File: config.mk
export PLATFORM = sky130hd
export DESIGN_NAME = fec_uart_cmd_parser_flat
export DESIGN_NICKNAME = d
export VERILOG_FILES = /design/src/rtl/fec_pkg.sv /design/src/rtl/fec_uart_cmd_parser_if.sv /design/src/rtl/fec_rto_counter.sv /design/src/rtl/fec_uart_cmd_parser.sv /design/src/flat_wrapper.sv
export SDC_FILE = /design/constraint.sdc
export NUM_CORES = 1
export LEC_CHECK = 0
export ABC_AREA = 1
export CAP_MARGIN = 10
export CORE_MARGIN = 2
export CORE_UTILIZATION = 41
export CTS_CLUSTER_DIAMETER = 50
export DETAILED_ROUTE_END_ITERATION = 7
export PLACE_DENSITY = 0.63
export SYNTH_ARGS = -nofsm -noshare
export SYNTH_HDL_FRONTEND = slang
export SYNTH_SLANG_ARGS = --single-unit
File: constraint.sdc
create_clock -name clk -period 5.35 [get_ports clk]
set_input_delay 1.07 -clock clk [delete_from_list [all_inputs] [get_ports clk]]
set_output_delay 1.07 -clock clk [all_outputs]
set_load 0.05 [all_outputs]
File: src/rtl/fec_pkg.sv
// Shared FEC-side types: command/opcode encodings, UART parser error codes and parser states.
package fec_pkg;

  typedef enum logic [3:0] {
    CMD_REG_READ  = 4'h0,
    CMD_REG_WRITE = 4'h2,
    CMD_TX_MSG    = 4'h4
  } command_t;

  typedef enum logic {
    REG_READ  = 1'b0,
    REG_WRITE = 1'b1
  } register_op;

  typedef enum logic [2:0] {
    UART_RX_OK             = 3'd0,
    UART_RX_RTO_COMMAND    = 3'd1,
    UART_RX_RTO_MSG_LENGHT = 3'd2,
    UART_RX_RTO_MSG_TAG    = 3'd3,
    UART_RX_RTO_DATA       = 3'd4,
    UART_RX_RTO_DATA_BITS  = 3'd5,
    UART_RX_FER            = 3'd6
  } uart_error_t;

  typedef enum logic [2:0] {
    PS_IDLE,
    PS_ADDR,
    PS_WDATA,
    PS_LEN,
    PS_TAG,
    PS_PAYLOAD,
    PS_REG_ISSUE,
    PS_ERR
  } parser_state_t;

  localparam int RTO_CYCLES    = 1024;
  localparam int MAX_MSG_BYTES = 7;

endpackage

File: src/rtl/fec_uart_cmd_parser_if.sv
// Bundle of RX byte stream, register request, DL payload stream and error report around the parser.
interface fec_uart_cmd_parser_if #(
  parameter int DATA_W  = 8,
  parameter int ADDR_W  = 8,
  parameter int WDATA_W = 32
);
  logic [DATA_W-1:0]  rx_data;
  logic               rx_valid;
  logic               rx_ready;
  logic               rx_fer;

  logic               reg_req_valid;
  logic               reg_req_ready;
  logic               reg_req_op;
  logic [ADDR_W-1:0]  reg_req_addr;
  logic [WDATA_W-1:0] reg_req_wdata;

  logic               msg_valid;
  logic               msg_ready;
  logic [7:0]         msg_data;
  logic [7:0]         msg_tag;
  logic [3:0]         msg_len;
  logic               msg_last;

  logic               err_valid;
  logic [2:0]         err_code;

  // master: the parser itself; slave: FIFO, APB master, DL datapath and response builder
  modport master (
    input  rx_data, rx_valid, rx_fer, reg_req_ready, msg_ready,
    output rx_ready, reg_req_valid, reg_req_op, reg_req_addr, reg_req_wdata,
    output msg_valid, msg_data, msg_tag, msg_len, msg_last, err_valid, err_code
  );

  modport slave (
    output rx_data, rx_valid, rx_fer, reg_req_ready, msg_ready,
    input  rx_ready, reg_req_valid, reg_req_op, reg_req_addr, reg_req_wdata,
    input  msg_valid, msg_data, msg_tag, msg_len, msg_last, err_valid, err_code
  );
endinterface

File: src/rtl/fec_rto_counter.sv
// Inter-byte receive timeout: counts enabled cycles, expires on the RTO_CYCLES-th one.
module fec_rto_counter #(
  parameter int RTO_CYCLES = 1024,
  parameter int RTO_W      = 16
) (
  input  logic clk,
  input  logic rst_n,
  input  logic clr,
  input  logic en,
  output logic expire
);
  localparam logic [RTO_W-1:0] TC = RTO_W'(RTO_CYCLES - 1);

  logic [RTO_W-1:0] cnt_q;

  assign expire = en && (cnt_q == TC);

  always_ff @(posedge clk or negedge rst_n) begin
    if (!rst_n) begin
      cnt_q <= '0;
    end else if (clr || expire) begin
      cnt_q <= '0;
    end else if (en) begin
      cnt_q <= cnt_q + 1'b1;
    end
  end
endmodule

File: src/rtl/fec_uart_cmd_parser.sv
// UART command parser: frames RX FIFO bytes into register requests and DL payload streams.
// state     | meaning
// IDLE      | waiting for command byte
// ADDR      | waiting for register address byte
// WDATA     | collecting write data bytes, LSB first
// LEN       | waiting for message length byte
// TAG       | waiting for message tag byte
// PAYLOAD   | passing payload bytes straight to the DL datapath
// REG_ISSUE | holding the register request until the APB master takes it
// ERR       | one-cycle error report
module fec_uart_cmd_parser #(
  parameter int DATA_W        = 8,
  parameter int ADDR_W        = 8,
  parameter int WDATA_W       = 32,
  parameter int MAX_MSG_BYTES = fec_pkg::MAX_MSG_BYTES,
  parameter int RTO_CYCLES    = fec_pkg::RTO_CYCLES,
  parameter int RTO_W         = 16
) (
  input logic                   clk,
  input logic                   rst_n,
  fec_uart_cmd_parser_if.master bus
);
  import fec_pkg::*;

  localparam int WBYTES = WDATA_W / 8;

  parser_state_t      state_q, state_d;
  uart_error_t        err_q, err_d;
  register_op         op_q;
  logic [ADDR_W-1:0]  addr_q;
  logic [WDATA_W-1:0] wdata_q;
  logic [7:0]         tag_q;
  logic [3:0]         len_q;
  logic [3:0]         rem_q;
  logic [3:0]         bcnt_q;
  logic               run_q;
  logic [DATA_W-1:0]  rx_byte;
  logic               rx_ready_d;
  logic               rx_accept;
  logic               timed;
  logic               rto_expire;
  logic               cmd_ok;
  logic               len_ok;

  assign rx_byte = bus.rx_data;
  assign cmd_ok  = (rx_byte[7:4] == 4'h0) &&
                   ((rx_byte[3:0] == CMD_REG_READ) || (rx_byte[3:0] == CMD_REG_WRITE));
  assign len_ok  = (rx_byte != 8'd0) && (rx_byte <= 8'(MAX_MSG_BYTES));

  // rx_ready is held low for the first cycle after reset so every output is 0 during reset
  assign bus.rx_ready = rx_ready_d && run_q;
  assign rx_accept    = bus.rx_valid && bus.rx_ready;

  assign timed = (state_q == PS_ADDR) || (state_q == PS_WDATA) || (state_q == PS_LEN) ||
                 (state_q == PS_TAG)  || (state_q == PS_PAYLOAD);

  fec_rto_counter #(
    .RTO_CYCLES (RTO_CYCLES),
    .RTO_W      (RTO_W)
  ) u_rto (
    .clk    (clk),
    .rst_n  (rst_n),
    .clr    (rx_accept || !timed),
    .en     (timed && !bus.rx_valid),
    .expire (rto_expire)
  );

  always_ff @(posedge clk or negedge rst_n) begin
    if (!rst_n) begin
      state_q <= PS_IDLE;
      err_q   <= UART_RX_OK;
      run_q   <= 1'b0;
    end else begin
      state_q <= state_d;
      err_q   <= err_d;
      run_q   <= 1'b1;
    end
  end

  always_comb begin
    state_d       = state_q;
    err_d         = err_q;
    rx_ready_d    = 1'b0;
    bus.msg_valid = 1'b0;
    bus.msg_data  = 8'h00;
    bus.msg_last  = 1'b0;
    case (state_q)
      PS_IDLE: begin
        rx_ready_d = 1'b1;
        if (rx_accept) begin
          if (bus.rx_fer) begin
            state_d = PS_ERR;
            err_d   = UART_RX_FER;
          end else if (cmd_ok) begin
            state_d = PS_ADDR;
          end else if (rx_byte == 8'(CMD_TX_MSG)) begin
            state_d = PS_LEN;
          end else begin
            state_d = PS_ERR;
            err_d   = UART_RX_RTO_COMMAND;
          end
        end
      end
      PS_ADDR: begin
        rx_ready_d = 1'b1;
        if (rx_accept) begin
          if (bus.rx_fer) begin
            state_d = PS_ERR;
            err_d   = UART_RX_FER;
          end else begin
            state_d = (op_q == REG_WRITE) ? PS_WDATA : PS_REG_ISSUE;
          end
        end else if (rto_expire) begin
          state_d = PS_ERR;
          err_d   = UART_RX_RTO_COMMAND;
        end
      end
      PS_WDATA: begin
        rx_ready_d = 1'b1;
        if (rx_accept) begin
          if (bus.rx_fer) begin
            state_d = PS_ERR;
            err_d   = UART_RX_FER;
          end else if (bcnt_q == 4'(WBYTES - 1)) begin
            state_d = PS_REG_ISSUE;
          end
        end else if (rto_expire) begin
          state_d = PS_ERR;
          err_d   = UART_RX_RTO_DATA_BITS;
        end
      end
      PS_LEN: begin
        rx_ready_d = 1'b1;
        if (rx_accept) begin
          if (bus.rx_fer) begin
            state_d = PS_ERR;
            err_d   = UART_RX_FER;
          end else if (len_ok) begin
            state_d = PS_TAG;
          end else begin
            state_d = PS_ERR;
            err_d   = UART_RX_RTO_MSG_LENGHT;
          end
        end else if (rto_expire) begin
          state_d = PS_ERR;
          err_d   = UART_RX_RTO_MSG_LENGHT;
        end
      end
      PS_TAG: begin
        rx_ready_d = 1'b1;
        if (rx_accept) begin
          if (bus.rx_fer) begin
            state_d = PS_ERR;
            err_d   = UART_RX_FER;
          end else begin
            state_d = PS_PAYLOAD;
          end
        end else if (rto_expire) begin
          state_d = PS_ERR;
          err_d   = UART_RX_RTO_MSG_TAG;
        end
      end
      PS_PAYLOAD: begin
        // a byte with a framing error is swallowed here instead of reaching the datapath
        if (bus.rx_valid && bus.rx_fer) begin
          rx_ready_d = 1'b1;
          if (run_q) begin
            state_d = PS_ERR;
            err_d   = UART_RX_FER;
          end
        end else begin
          rx_ready_d    = bus.msg_ready;
          bus.msg_valid = bus.rx_valid;
          bus.msg_data  = bus.rx_valid ? rx_byte : 8'h00;
          bus.msg_last  = bus.rx_valid && (rem_q == 4'd1);
          if (rx_accept && (rem_q == 4'd1)) begin
            state_d = PS_IDLE;
          end else if (rto_expire) begin
            state_d = PS_ERR;
            err_d   = UART_RX_RTO_DATA;
          end
        end
      end
      PS_REG_ISSUE: begin
        if (bus.reg_req_ready) begin
          state_d = PS_IDLE;
        end
      end
      PS_ERR: begin
        state_d = PS_IDLE;
      end
      default: begin
        state_d = PS_IDLE;
      end
    endcase
  end

  always_ff @(posedge clk or negedge rst_n) begin
    if (!rst_n) begin
      op_q    <= REG_READ;
      addr_q  <= '0;
      wdata_q <= '0;
      tag_q   <= 8'h00;
      len_q   <= 4'd0;
      rem_q   <= 4'd0;
      bcnt_q  <= 4'd0;
    end else if (rx_accept && !bus.rx_fer) begin
      case (state_q)
        PS_IDLE: begin
          op_q    <= (rx_byte[3:0] == CMD_REG_WRITE) ? REG_WRITE : REG_READ;
          wdata_q <= '0;
          bcnt_q  <= 4'd0;
        end
        PS_ADDR:  addr_q <= ADDR_W'(rx_byte);
        PS_WDATA: begin
          wdata_q <= {rx_byte, wdata_q[WDATA_W-1:8]};
          bcnt_q  <= bcnt_q + 4'd1;
        end
        PS_LEN: begin
          if (len_ok) begin
            len_q <= rx_byte[3:0];
            rem_q <= rx_byte[3:0];
          end
        end
        PS_TAG:     tag_q <= rx_byte;
        PS_PAYLOAD: rem_q <= rem_q - 4'd1;
        default: begin
        end
      endcase
    end
  end

  assign bus.reg_req_valid = (state_q == PS_REG_ISSUE);
  assign bus.reg_req_op    = op_q;
  assign bus.reg_req_addr  = addr_q;
  assign bus.reg_req_wdata = wdata_q;
  assign bus.msg_tag       = tag_q;
  assign bus.msg_len       = len_q;
  assign bus.err_valid     = (state_q == PS_ERR);
  assign bus.err_code      = (state_q == PS_ERR) ? err_q : 3'd0;
endmodule

File: src/flat_wrapper.sv
// flat-port wrapper written by rule: the top's interface ports become plain ports
module fec_uart_cmd_parser_flat import fec_pkg::*;
#(
  parameter int DATA_W        = 8,
  parameter int ADDR_W        = 8,
  parameter int WDATA_W       = 32,
  parameter int MAX_MSG_BYTES = fec_pkg::MAX_MSG_BYTES,
  parameter int RTO_CYCLES    = fec_pkg::RTO_CYCLES,
  parameter int RTO_W         = 16
)
  (clk, rst_n, bus_rx_data, bus_rx_valid, bus_rx_fer, bus_reg_req_ready, bus_msg_ready, bus_rx_ready, bus_reg_req_valid, bus_reg_req_op, bus_reg_req_addr, bus_reg_req_wdata, bus_msg_valid, bus_msg_data, bus_msg_tag, bus_msg_len, bus_msg_last, bus_err_valid, bus_err_code);
  fec_uart_cmd_parser_if #(.DATA_W(DATA_W), .ADDR_W(ADDR_W), .WDATA_W(WDATA_W)) bus_i ();
  input logic clk;
  input logic rst_n;
  input wire logic [$bits(bus_i.rx_data)-1:0] bus_rx_data;
  input wire logic [$bits(bus_i.rx_valid)-1:0] bus_rx_valid;
  input wire logic [$bits(bus_i.rx_fer)-1:0] bus_rx_fer;
  input wire logic [$bits(bus_i.reg_req_ready)-1:0] bus_reg_req_ready;
  input wire logic [$bits(bus_i.msg_ready)-1:0] bus_msg_ready;
  output wire logic [$bits(bus_i.rx_ready)-1:0] bus_rx_ready;
  output wire logic [$bits(bus_i.reg_req_valid)-1:0] bus_reg_req_valid;
  output wire logic [$bits(bus_i.reg_req_op)-1:0] bus_reg_req_op;
  output wire logic [$bits(bus_i.reg_req_addr)-1:0] bus_reg_req_addr;
  output wire logic [$bits(bus_i.reg_req_wdata)-1:0] bus_reg_req_wdata;
  output wire logic [$bits(bus_i.msg_valid)-1:0] bus_msg_valid;
  output wire logic [$bits(bus_i.msg_data)-1:0] bus_msg_data;
  output wire logic [$bits(bus_i.msg_tag)-1:0] bus_msg_tag;
  output wire logic [$bits(bus_i.msg_len)-1:0] bus_msg_len;
  output wire logic [$bits(bus_i.msg_last)-1:0] bus_msg_last;
  output wire logic [$bits(bus_i.err_valid)-1:0] bus_err_valid;
  output wire logic [$bits(bus_i.err_code)-1:0] bus_err_code;
  assign bus_i.rx_data = bus_rx_data;
  assign bus_i.rx_valid = bus_rx_valid;
  assign bus_i.rx_fer = bus_rx_fer;
  assign bus_i.reg_req_ready = bus_reg_req_ready;
  assign bus_i.msg_ready = bus_msg_ready;
  assign bus_rx_ready = bus_i.rx_ready;
  assign bus_reg_req_valid = bus_i.reg_req_valid;
  assign bus_reg_req_op = bus_i.reg_req_op;
  assign bus_reg_req_addr = bus_i.reg_req_addr;
  assign bus_reg_req_wdata = bus_i.reg_req_wdata;
  assign bus_msg_valid = bus_i.msg_valid;
  assign bus_msg_data = bus_i.msg_data;
  assign bus_msg_tag = bus_i.msg_tag;
  assign bus_msg_len = bus_i.msg_len;
  assign bus_msg_last = bus_i.msg_last;
  assign bus_err_valid = bus_i.err_valid;
  assign bus_err_code = bus_i.err_code;
  fec_uart_cmd_parser #(.DATA_W(DATA_W), .ADDR_W(ADDR_W), .WDATA_W(WDATA_W), .MAX_MSG_BYTES(MAX_MSG_BYTES), .RTO_CYCLES(RTO_CYCLES), .RTO_W(RTO_W)) u_core (.clk(clk), .rst_n(rst_n), .bus(bus_i));
endmodule
* Word level (Yosys, flattened, before mapping)
Index checks and enable logic that the tools add are counted.
** Word-level totals
- Register bits after elaboration :: 84
- Input port bits :: 14
- Output and inout port bits :: 69
- Logic and storage cells :: 136
** Cells by class
- Add/subtract/negate cells :: 3
- Order comparisons :: 1
- Equality and inequality tests :: 26
- Mux-type cells :: 58
- Reduce and logical (&&, ||, !) cells :: 37
** Operators by type and width (count)
- $mux W3 :: 38
- $pmux W32 S2 :: 1
- $mux W16 :: 2
- $mux W8 :: 3
- $pmux W3 S8 :: 1
- $pmux W3 S6 :: 1
- $add A16 B1 Y16 const B :: 1
- $eq A16 B10 Y1 const B :: 1
- $pmux W4 S2 :: 2
- $ne A3 B2 Y1 const B :: 5
- $eq A3 B3 Y1 const B :: 4
- $ne A3 B3 Y1 const B :: 4
- $reduce_and A12 Y1 :: 1
- $logic_and A1 B1 Y1 :: 10
- $eq A4 B2 Y1 const B :: 2
- $eq A8 B3 Y1 const B :: 1
- $le A8 B3 Y1 const B :: 1
- $logic_not A4 Y1 :: 2
- $ne A4 B4 Y1 const B :: 2
- $reduce_and A2 Y1 :: 4
- $reduce_bool A8 Y1 :: 1
- $logic_or A1 B1 Y1 :: 7
- $eq A3 B2 Y1 const B :: 2
- $mux W1 :: 6
- 16 further kinds :: 23

* Longest topological paths before layout
- Depth after elaboration :: 11
- Mapped depth :: 14

* Hierarchy
From an unflattened synthesis, not the netlist that was laid out.
** Second synthesis, totals
- Cell total of the unflattened synthesis :: 555
- Area, all modules :: 4484.3 µm²
** Modules (own cells, without submodules)
- fec_uart_cmd_parser :: times used 1, cells each 415, area each 3480.8 µm²
- fec_rto_counter :: times used 1, cells each 140, area each 1003.5 µm²

* Least setup slack after synthesis
No wires, ideal clock.
- Kind :: input to output
- Start point :: in bus_rx_fer
- End point :: out bus_msg_last
- Arrival time :: 4.460 ns
- Data required time :: 4.280 ns
- Setup slack :: -0.180 ns
- Cell stages on the path :: 4
- Cell sequence :: buf_2 > nor3_1 > clkinv_1 > nor4_1
** On the way
- Cells in the longest elaborated chain, start to end :: 3
** RTL lines
- start: declaration :: RTL line flat_wrapper.sv:17 : input wire logic [$bits(bus_i.rx_fer)-1:0] bus_rx_fer;
- $logic_and A1 B1 Y1 :: RTL line fec_uart_cmd_parser.sv:165 : if (bus.rx_valid && bus.rx_fer) begin
- $mux W1 :: RTL line fec_uart_cmd_parser.sv:165
- $mux W1 :: RTL line fec_uart_cmd_parser.sv:87 : case (state_q)
- end: declaration :: RTL line flat_wrapper.sv:29 : output wire logic [$bits(bus_i.msg_last)-1:0] bus_msg_last;
No other way between the ends.

* Worst setup path in the final report
- Start point :: in bus_rx_valid
- End point :: out bus_msg_last
** On the way
- Cells in the longest elaborated chain, start to end :: 3
- Elaborated cells on any way between the ends :: 4
** RTL lines
- start: declaration :: RTL line flat_wrapper.sv:16 : input wire logic [$bits(bus_i.rx_valid)-1:0] bus_rx_valid;
- $logic_and A1 B1 Y1, on equally long branches :: RTL line fec_uart_cmd_parser.sv:175, fec_uart_cmd_parser.sv:165
- $mux W1 (*) :: RTL line fec_uart_cmd_parser.sv:165
- $mux W1 (*) :: RTL line fec_uart_cmd_parser.sv:87
Every way passes the cells marked *; elsewhere a longest branch is shown, timed or not.

==> results by stage <==
Timing:
- The transition time of the tightest slew-check pin is 1.04 ns.
- The highest attainable clock frequency is 210 MHz.
- The total count of hold-check failures in the final report is 0.
- In the finished design, the share of the clock period the worst path needs comes to 89.1%.
- Setup violations remaining at the end of the flow were counted as 0.
- The slack of the critical path is 0.584 ns.
- The final total negative setup slack is 0 ns.
- The final-report max-slew violation count is 0.
- Setup repair after global routing left no endpoint under its margin.
- Counting I/O delays and the setup requirement, the final critical path takes 4.77 ns.
- The worst slew margin relative to its limit is 30.6%.
- The hold slack is 0.483 ns.
- Clock skew on the completed layout was measured at 0.0122 ns.

Detailed routing:
- The per-cell via count in the routed design is 4.98.
- The detailed-router iteration count before antenna repair is 5.
- The violation count after the first detailed-routing iteration is 170.
- The overall via count from detail_route is 3778.
- The detail route stage leaves a number of antenna-violating nets equal to 0.
- The average wire per cell in the routed design is 14.0 µm.
- The wire length after detailed routing is 10600 µm.
- The remaining design rule violation count is 0.

Pwr:
- The design draws 0.00334 W.
- Summed over all cells, the static leakage comes to 2.66 nW.
- In this run the power density over the cells is 615 nW/µm².
- The worst supply voltage drop on vdd is 0.290 mV.

Synth:
- The synthesized design contains 84 register bits.
- The synthesized netlist occupies a cell area of 4340 µm².
- The number of instances in the synthesized netlist is 535.
- The sequential element share of the synthesized area is 48.5%.
- Synthesis produced a netlist with a net count of 555.
- The share of flip-flops with an asynchronous set or reset after synthesis is 100%.
- The number of distinct library cells after synthesis is 44.
- Averaged over all synthesized cells, the footprint is 8.11 µm².
- The number of enable-type register cells in the synthesized netlist is 0.
- During synthesis, Yosys emitted a total of 0 warnings.
- In the synthesized netlist the dominant register cell turns out to be dfrtp_1.

Global routing:
- In the global route stage, met1 resource usage came out at 27.2%.
- The layer flagged by global routing as most heavily used is met2.
- The via count of the first global-routing pass was 3654.
- The first-pass GRT wire length is 17600 µm.
- Global routing used 19.5% of the available tracks across all layers.
- The number of antenna violations at the first check in global routing is 0.
- After global routing the overflow that remains totals 0.
- For met3 alone, demand over resource in global routing was 3.89%.
- Entering global routing, the biggest net connects 85 pins.
- The met2 layer usage reported by global route is 30.9%.

Floorplanning:
- The die footprint is 11400 µm².
- The floorplan has 37 rows.
- The initial core utilization is 42.2%.
- The number of primary I/O pins is 83.
- The area of the core is 10300 µm².
- The floorplan die width is 107 µm.
- Measured along the y axis, the die boundary spans 107 µm.

Critical path:
- Counting cells, the worst reg-to-reg path comes to 8.
- STA puts the critical path data arrival time at 3.70 ns.
- The critical path launch point is bus_rx_valid.
- The critical path class is input port to output pin.
- Data on the critical path is required at its endpoint by 4.28 ns.
- The kind of start point of the critical path is an input port.
- The end of the critical path is bus_msg_last.
- The worst setup path is captured at an output pin.
- The capturing point of the worst reg2reg path is u_core.bcnt_q[3].
- Along the worst path, the maximum fanout reaches 9.
- The setup check on the worst reg-to-reg path leaves a slack of 2.78 ns.
- In this run the critical register-to-register path is launched from u_core.state_q[1].

CTS:
- The worst-skew pair later-pin latency is 0.37 ns.
- After clock tree synthesis, the clock-pin slew on the worst setup and hold paths is 0.09 ns.
- The H-tree generated during clock tree synthesis spans 3 levels.
- The total setup buffers inserted after CTS is 0.
- The number of hold buffers added after CTS was 0.
- The clock tree root buffer cell is clkbuf_8.
- The clock buffer count from CTS is 9.
- The number of resized instances in the post-cts repair step is 0.
- The clock passes through at most 2 buffers.
- Counting every sink on the clock net gives 84.
- The TritonCTS clock tree is done.

Placement:
- The number of buffer cells added on primary ports is 82.
- The half-perimeter wire length of the detailed placement result is 7770 µm.
- The worst setup timing slack at the placement stage is 0.589 ns.
- Routability-driven placement finished with a final weighted congestion of 0.931.

Finish:
- For this run, the post-layout net count is 637.
- In the final layout, the share of cells above drive strength 1 is 8.36%.
- In the layout the commonest cells are 113 x nand2_1, 84 x dfrtp_1, 83 x inv_1.
- Leaving out fill and tap cells, the most frequent cell in the layout is nand2_1.
- The total inserted antenna cells is 0.
- The area growth from synthesis to layout is 25.3%.
- The fill cell instance count of the final layout is 1016.
- Measured on the finished design, the core utilization comes to 52.9%.

Worst hold path:
- In this run the worst hold path is classified as flop to flop.
- The worst hold path begins at u_core.err_q[1].

Status:
- The flow ran to the end, and the final reports show no timing, DRC or antenna violations.

Job:
- The total of max-cap violations is 0.
sequential cells by signal, summed over array words and instances (netlist names), 3 cells and up:
register	flops
u_core.err_q	3
u_core.bus.reg_req_wdata	32
u_core.bus.reg_req_addr	8
u_core.rem_q	4
u_core.bus.msg_len	4
u_core.bcnt_q	4
u_core.u_rto.cnt_q	16
u_core.bus.msg_tag	8
u_core.state_q	3
cell usage after synthesis, drive strengths merged (3+ instances only):
cell type / number / share of area, %
nand3: 27 / 3.6
a21oi: 16 / 2.2
nor2: 71 / 7.1
dfrtp: 84 / 48
buf: 11 / 2.1
inv: 88 / 7.7
nand4: 7 / 1.4
ha: 6 / 1.7
nand2: 122 / 12
nor3: 14 / 1.8
o22ai: 24 / 3.5
xor2: 3 / 0.61
o21ai: 43 / 5.0
metrics by stage:
stage,instance area [µm²],instances
6_report,5430,758
5_1_grt,5430,758
4_1_cts,5430,758
3_5_place_dp,5240,742
3_3_place_gp,5240,742
2_1_floorplan,4340,535
layout make-up:
type / count / area (µm²) / area share, %
clock buffer: 9 / 124 / 2.28
clock inverter: 7 / 70.1 / 1.29
inverter: 90 / 342 / 6.29
multi-input combinational: 350 / 1810 / 33.3
sequential: 84 / 2100 / 38.7
tap: 136 / 170 / 3.13
timing repair buffer: 82 / 818 / 15.1
where the power goes:
group          total [W]  switching [W]  internal [W]
registers        0.00101       0.000158      0.000847
clock network   0.000447       0.000266      0.000180
logic            0.00189        0.00130      0.000587
total            0.00334        0.00173       0.00161
metal layers:
| metal | wire [µm] | up-vias |
|---|---|---|
| li1 | - | 1885 |
| met1 | 5090 | 1777 |
| met2 | 4760 | 103 |
| met3 | 584 | 13 |
| met4 | 149 | 0 |
| met5 | 0 | - |
worst min-delay path by stage:
stage / end / slack [ns] / cells after the start
2_1_floorplan: u_core.err_q[0] / 0.44 / 2
5_1_grt: u_core.err_q[1] / 0.52 / 2
6_report: u_core.err_q[1] / 0.48 / 2
3_5_place_dp: u_core.err_q[1] / 0.46 / 2
4_1_cts: u_core.err_q[1] / 0.48 / 2
3_3_place_gp: u_core.err_q[0] / 0.46 / 2
worst max-delay path, stage by stage:
cell             delay, ns
clkdlybuf4s50_1       0.66
inv_1                 0.18
nor3_1                0.31
clkinv_1              0.38
nor4_2                0.25
clkdlybuf4s50_1       0.84
cell families after synthesis:
| logic type | count (synthesis) | share of synthesized area (%) |
|---|---|---|
| AOI/OAI and AO/OA | 92 | 12.3 |
| buffers and inverters | 101 | 10.0 |
| and+or+nand+nor | 246 | 26.4 |
| adders and majority gates | 6 | 1.73 |
| DFF | 84 | 48.5 |
| xor gates and xnor gates | 5 | 1.01 |
| other | 1 | 0.0864 |
No activity file was read; power rests on OpenSTA's default activity.
